===== src/rtl/latch_8_bit_if.sv =====
// Byte-wide capture/hold bus: data and enable in, held value out.
interface latch_8_bit_if #(
  parameter int WIDTH = 8
);
  logic [WIDTH-1:0] data_in;
  logic             latch_en;
  logic [WIDTH-1:0] data_out;

  // Producer side: supplies data and the capture enable, observes the held value.
  modport master (
    output data_in,
    output latch_en,
    input  data_out
  );

  // Holding register side.
  modport slave (
    input  data_in,
    input  latch_en,
    output data_out
  );
endinterface


===== src/rtl/latch_8_bit.sv =====
// Enable-controlled holding register: a clocked stand-in for a transparent
// latch. data_out comes straight from the register, so downstream logic never
// sees a combinational path from data_in or latch_en.
module latch_8_bit #(
  parameter int WIDTH = 8
) (
  input  logic        clk,
  input  logic        rst_n,
  latch_8_bit_if.slave bus
);

  logic [WIDTH-1:0] data_q;

  // Capture on an enabled edge, otherwise hold; async reset clears the value.
  always_ff @(posedge clk or negedge rst_n) begin
    if (!rst_n) begin
      data_q <= '0;
    end else if (bus.latch_en) begin
      data_q <= bus.data_in;
    end
  end

  assign bus.data_out = data_q;

endmodule


===== src/flat_wrapper.sv =====
// flat-port wrapper written by rule: the top's interface ports become plain ports
module latch_8_bit_flat 
#(
  parameter int WIDTH = 8
)
  (clk, rst_n, bus_data_in, bus_latch_en, bus_data_out);
  latch_8_bit_if #(.WIDTH(WIDTH)) bus_i ();
  input  logic clk;
  input  logic rst_n;
  input wire logic [$bits(bus_i.data_in)-1:0] bus_data_in;
  input wire logic [$bits(bus_i.latch_en)-1:0] bus_latch_en;
  output wire logic [$bits(bus_i.data_out)-1:0] bus_data_out;
  assign bus_i.data_in = bus_data_in;
  assign bus_i.latch_en = bus_latch_en;
  assign bus_data_out = bus_i.data_out;
  latch_8_bit #(.WIDTH(WIDTH)) u_core (.clk(clk), .rst_n(rst_n), .bus(bus_i));
endmodule

===== config.mk =====
export PLATFORM = sky130hd
export DESIGN_NAME = latch_8_bit_flat
export DESIGN_NICKNAME = d
export VERILOG_FILES = /design/src/rtl/latch_8_bit_if.sv /design/src/rtl/latch_8_bit.sv /design/src/flat_wrapper.sv
export SDC_FILE = /design/constraint.sdc
export NUM_CORES = 1
export LEC_CHECK = 0
export CAP_MARGIN = 10
export CORE_AREA = 2 2 39 41
export CTS_CLUSTER_DIAMETER = 60
export CTS_CLUSTER_SIZE = 24
export DETAILED_ROUTE_END_ITERATION = 10
export DIE_AREA = 0 0 41 43
export PLACE_DENSITY = 0.56
export SYNTH_ARGS = -nofsm -noshare
export SYNTH_HDL_FRONTEND = slang
export SYNTH_SLANG_ARGS = --single-unit

===== constraint.sdc =====
create_clock -name clk -period 0.95 [get_ports clk]
set_clock_uncertainty 0.15 [all_clocks]
set_input_delay 0.19 -clock clk [delete_from_list [all_inputs] [get_ports clk]]
set_output_delay 0.19 -clock clk [all_outputs]
set_load 0.01 [all_outputs]

==> flow_summary_export.csv, run 1 <==
group,metric,value,unit
outcome,outcome,"complete, but fails checks",
outcome,violations,"negative setup slack",
place,post-place-cells,56,
yosys,syn_nets,28,
clocking,h-tree-depth,1,
die,die_h,43,um
final_layout,finalInstanceArea,606,um2
global_route,grt_pass1_wl,1.54,mm
clocking,ctsLongestPathBuffers,2,
yosys,ys_seq_area_share,60.4,%
yosys,synth.top_cell.area_share,60.4,%
final_layout,multiInputGateArea,120,um2
final_layout,largest_reg_flops,8,
die,dieArea,1760,um2
critical_path,worstPathCellList,"buf_2",
yosys,synth_seq_cells,8,
timing,rsz0062_at_grt,"true",
critical_path,start_kind,"flip-flop",
global_route,antenna_found_initial,0,
flow_run,cap_violations,0,
detailed_routing,num_vias,259,
yosys,syn_inst,17,
yosys,postSynthAreaPerCell,19.5,um2
place,numPortBuffers,18,
clocking,numCtsBuffers,3,
critical_path,crit_arrival,790,ps
timing,setup_viol,15,
critical_path,cp.buffers_inverters,1,
clocking,cts_sinks,8,
yosys,synth_area,332,um2
detailed_routing,vias_per_cell,4.11,
critical_path,path_class,"reg2out",
final_layout,final_cells,63,
timing,finalCritPeriodShare,119,%
critical_path,cpMaxStageDelayCell,"dfrtp_1",
final_layout,nNetsFinal,60,
critical_path,max_stage_delay,390,ps
clocking,cts_root_buf,"clkbuf_4",
timing,fmax,0.886,GHz
detailed_routing,wire_per_inst,14.5,um
global_route,grtUsageTotal,14.3,%
die,start_util,24.0,%
timing,final_max_slew_viol_count,0,
pwr,p_leak,0.303,nW
clocking,cts_tree,"done",
yosys,synthTopCellsByArea,"dfrtp_1, mux2_4, buf_6",
timing,worst_pin_slew,107,ps
place,hpwl,680,um
timing,worst_slack,-179,ps
timing,period_minus_slack,1130,ps
timing,hold_viol_final,0,
die,rows,14,
die,io_pins,19,
detailed_routing,finalWirelength,912,um
detailed_routing,first_iter_violations,7,
final_layout,layout_commonest_cell,"clkdlybuf4s50_1",
yosys,yosys.area.top_type,"dfrtp_1",
place,gp_congestion,0.729,
yosys,yosysWarningCount,0,
min_path,hp-class,"in2async",
final_layout,register_area,200,um2
global_route,grt_pass1_vias,298,
global_route,grt.overflow.total,0,
timing,max-slew-margin-rel,92.8,%
detailed_routing,firstDrtPassIters,4,
pwr,peakVddDrop,0.614,mV
global_route,grt_max_degree,9,
final_layout,syn2layout_area_growth,82.6,%
final_layout,fillerInstances,134,
yosys,synth_cell_types,3,
place,place_area,578,um2
final_layout,drive_above_1_share,61.7,%
critical_path,rrSetupSlack,-100,ps
critical_path,worstReg2RegStart,"u_core.bus.data_out[1]",
critical_path,cp_max_fo,2,
clocking,clk_latency,260,ps
clocking,clk_pin_slew,60,ps
critical_path,reg2reg_to,"u_core.bus.data_out[1]",
critical_path,ff2ff_path_depth,2,
critical_path,critPathCaptureType,"output port",
final_layout,num_antenna_cells,0,
final_layout,final_cell_mix,"clkdlybuf4s50_1, mux2_4, buf_4, dfrtp_1, buf_2",
detailed_routing,antenna_left,0,
critical_path,required,610,ps
detailed_routing,drc,0,
pwr,p_per_area,1510,nW/um2
critical_path,cp_top_family,"flip-flops",
die,die_w,41,um
die,core,1380,um2
==> through the flow <==
stage	TNS [ps]	hold slack, ps	util (%)	power, W	setup slack, ps
3_5_place_dp	-5660	347	41.8	0.000641	-455
4_1_cts	-1820	86.6	42.2	0.000903	-189
5_1_grt	-2270	94.7	43.8	0.000955	-199
6_report	-1950	88.3	43.8	0.000913	-179
3_3_place_gp	-5480	346	41.8	0.000634	-434
2_1_floorplan	0	-256	-	0.000482	20.7
==> worst reg2reg max path, stage by stage (launching register included) <==
cell	delay, ps
dfrtp_1	400
buf_4	140
mux2_4	250
==> layer usage <==
metal	up-vias	share of wire (%)	track usage, %
met4	0	4.3	12.0
met5	-	0	0
met3	5	1.5	3.14
li1	120	-	-
met1	128	38	15.7
met2	6	56	21.9
==> cell type report <==
| class | instances | area share [%] |
|---|---|---|
| clock buffers | 3 | 3.72 |
| multi-input cells | 8 | 19.8 |
| flip-flops and latches | 8 | 33.1 |
| well taps | 16 | 3.31 |
| repair buffers | 28 | 40.1 |
==> synthesized netlist by cell type <==
cell type and instances:
buf_6 1, mux2_4 8, dfrtp_1 8
==> worst max-delay path by stage <==
stage,startpoint,endpoint,slack (ps),cells past startpoint
after floorplan,u_core.bus.data_out[0],u_core.bus.data_out[0],20,1
after global placement,bus_latch_en,u_core.bus.data_out[2],-430,3
after detailed placement,bus_latch_en,u_core.bus.data_out[6],-450,3
after CTS,u_core.bus.data_out[7],bus_data_out[7],-190,1
after global routing,u_core.bus.data_out[1],bus_data_out[1],-200,1
final,u_core.bus.data_out[6],bus_data_out[6],-180,1
==> cell families after synthesis <==
family,share of synthesized area (%)
buffers and inverters,3.40
flip-flops,60.4
multiplexers,36.2
==> power by group <==
group	switching (W)	total [W]	internal [W]
Clock	0.000130	0.000276	0.000146
Sequential	0.0000200	0.000395	0.000375
Combinational	0.0000762	0.000242	0.000166
Total	0.000226	0.000913	0.000687
==> what timing repair did <==
item                       in CTS  in global routing
pin swaps                       0                  0
setup endpoints to repair      16                 13
hold buffers                    0                  0
setup buffers                   2                  2
gates resized for setup        35                  1
Note: power is estimated with default switching activity, not from simulation.
==> run 2, diff against run 1 <==
- clock period: 0.95 -> 1.09 ns (I/O delays scaled with it)
==> flow_summary_export.csv, run 2 (same netlist as run 1, synthesis figures left out) <==
group,metric,value,unit
outcome,outcome,"complete, but fails checks",
outcome,violations,"negative setup slack",
critical_path,worstPathCellList,"buf_6",
detailed_routing,wire_per_inst,15.1,um
clocking,numCtsBuffers,3,
die,start_util,24.0,%
timing,totalNegativeSetupSlack,-430,ps
final_layout,final_cell_mix,"clkdlybuf4s50_1, mux2_4, dfrtp_1",
clocking,clk_latency,250,ps
global_route,grt_pass1_vias,309,
clocking,clk_pin_slew,60,ps
final_layout,largest_reg_flops,8,
timing,worst_pin_slew,370,ps
clocking,cts_tree,"done",
die,die_w,41,um
pwr,p_leak,0.299,nW
detailed_routing,num_vias,252,
pwr,p_per_area,1330,nW/um2
critical_path,cp.buffers_inverters,1,
place,numPortBuffers,18,
final_layout,drive_above_1_share,61.7,%
global_route,grt_pass1_wl,1.57,mm
place,gp_congestion,0.716,
timing,final_max_slew_viol_count,0,
global_route,grtUsageTotal,15.0,%
final_layout,nNetsFinal,60,
global_route,grt_max_degree,9,
place,hpwl,718,um
detailed_routing,vias_per_cell,4.00,
critical_path,cpMaxStageDelayCell,"dfrtp_1",
critical_path,start_kind,"flip-flop",
timing,finalCritPeriodShare,106,%
detailed_routing,firstDrtPassIters,2,
min_path,hp-class,"in2async",
timing,hold_viol_final,0,
timing,max-slew-margin-rel,75.2,%
final_layout,layout_commonest_cell,"clkdlybuf4s50_1",
timing,whs,89.4,ps
timing,fmax,0.867,GHz
timing,setup_viol,9,
final_layout,fillerInstances,132,
critical_path,critPathCaptureType,"output port",
die,die_h,43,um
clocking,cts_sinks,8,
detailed_routing,antenna_left,0,
clocking,cts_hold_buf,0,
global_route,antenna_found_initial,0,
timing,rsz0062_at_grt,"true",
detailed_routing,first_iter_violations,5,
die,core,1380,um2
clocking,ctsLongestPathBuffers,2,
critical_path,crit_arrival,790,ps
clocking,cts_root_buf,"clkbuf_4",
detailed_routing,drc,0,
critical_path,worst-path-stages,1,
pwr,peakVddDrop,0.540,mV
critical_path,cp_max_fo,2,
final_layout,num_antenna_cells,0,
critical_path,max_stage_delay,400,ps
timing,worst_slack,-63.5,ps
critical_path,required,720,ps
die,dieArea,1760,um2
flow_run,cap_violations,0,
critical_path,ff2ff_path_depth,3,
timing,period_minus_slack,1150,ps
place,dp_slack,-347,ps
detailed_routing,finalWirelength,949,um
die,io_pins,19,
critical_path,path_class,"reg2out",
global_route,grt.overflow.total,0,
clocking,h-tree-depth,1,
die,rows,14,
final_layout,syn2layout_area_growth,79.2,%
critical_path,cp_top_family,"flip-flops",
[run 2: path summary, 6_finish.rpt]
kind | startpoint | end | slack, ps
setup / recovery | u_core.bus.data_out[1] | bus_data_out[1] | -60
hold / removal | rst_n | u_core.bus.data_out[7] | 90
setup reg to reg | u_core.bus.data_out[6] | u_core.bus.data_out[6] | -40
hold reg to reg | u_core.bus.data_out[2] | u_core.bus.data_out[2] | 350
max in group asynchronous | rst_n | u_core.bus.data_out[6] | 430
min in group clk | u_core.bus.data_out[2] | u_core.bus.data_out[2] | 350
[run 2: per-layer routing]
layer | vias to the layer above | GRT usage, % | wire length (um)
met5 | - | 0 | 0
li1 | 119 | - | -
met2 | 3 | 23.1 | 567
met4 | 0 | 12.0 | 23
met3 | 2 | 4.71 | 6
met1 | 128 | 15.7 | 352
[run 2: timing repair]
action / 4_1_cts / 5_1_grt
gates resized for setup: 37 / 0
gates cloned: 0 / 0
buffers inserted: 4 / 2
hold endpoints to repair: 0 / 0
endpoints found under the setup margin: 16 / 8
[run 2: stage by stage]
stage                     cell area, um2  instances  power (W)  util, %
final                                594         63   0.000789     42.9
after floorplan                      332         17   0.000420        -
after global routing                 594         63   0.000840     42.9
after CTS                            579         61   0.000791     41.9
after detailed placement             558         55   0.000553     40.3
after global placement               558         55   0.000545     40.3
[run 2: layout make-up]
| class | count | area, um2 | share of cell area (%) |
|---|---|---|---|
| repair buffers | 28 | 231 | 38.9 |
| flip-flops and latches | 8 | 200 | 33.7 |
| multi-input cells | 8 | 120 | 20.2 |
| clock buffers | 3 | 22.5 | 3.79 |
| well taps | 16 | 20.0 | 3.37 |
[run 2: report_power, final]
part / internal [W] / switching, W
sequential: 0.000327 / 0.0000159
clock: 0.000127 / 0.000110
combinational: 0.000141 / 0.0000684
==> run 3, diff against run 2 <==
- CAP_MARGIN: 10 -> 20
==> results of run 3 <==
The final DEF is identical to that of run 2; final timing and power are the same.
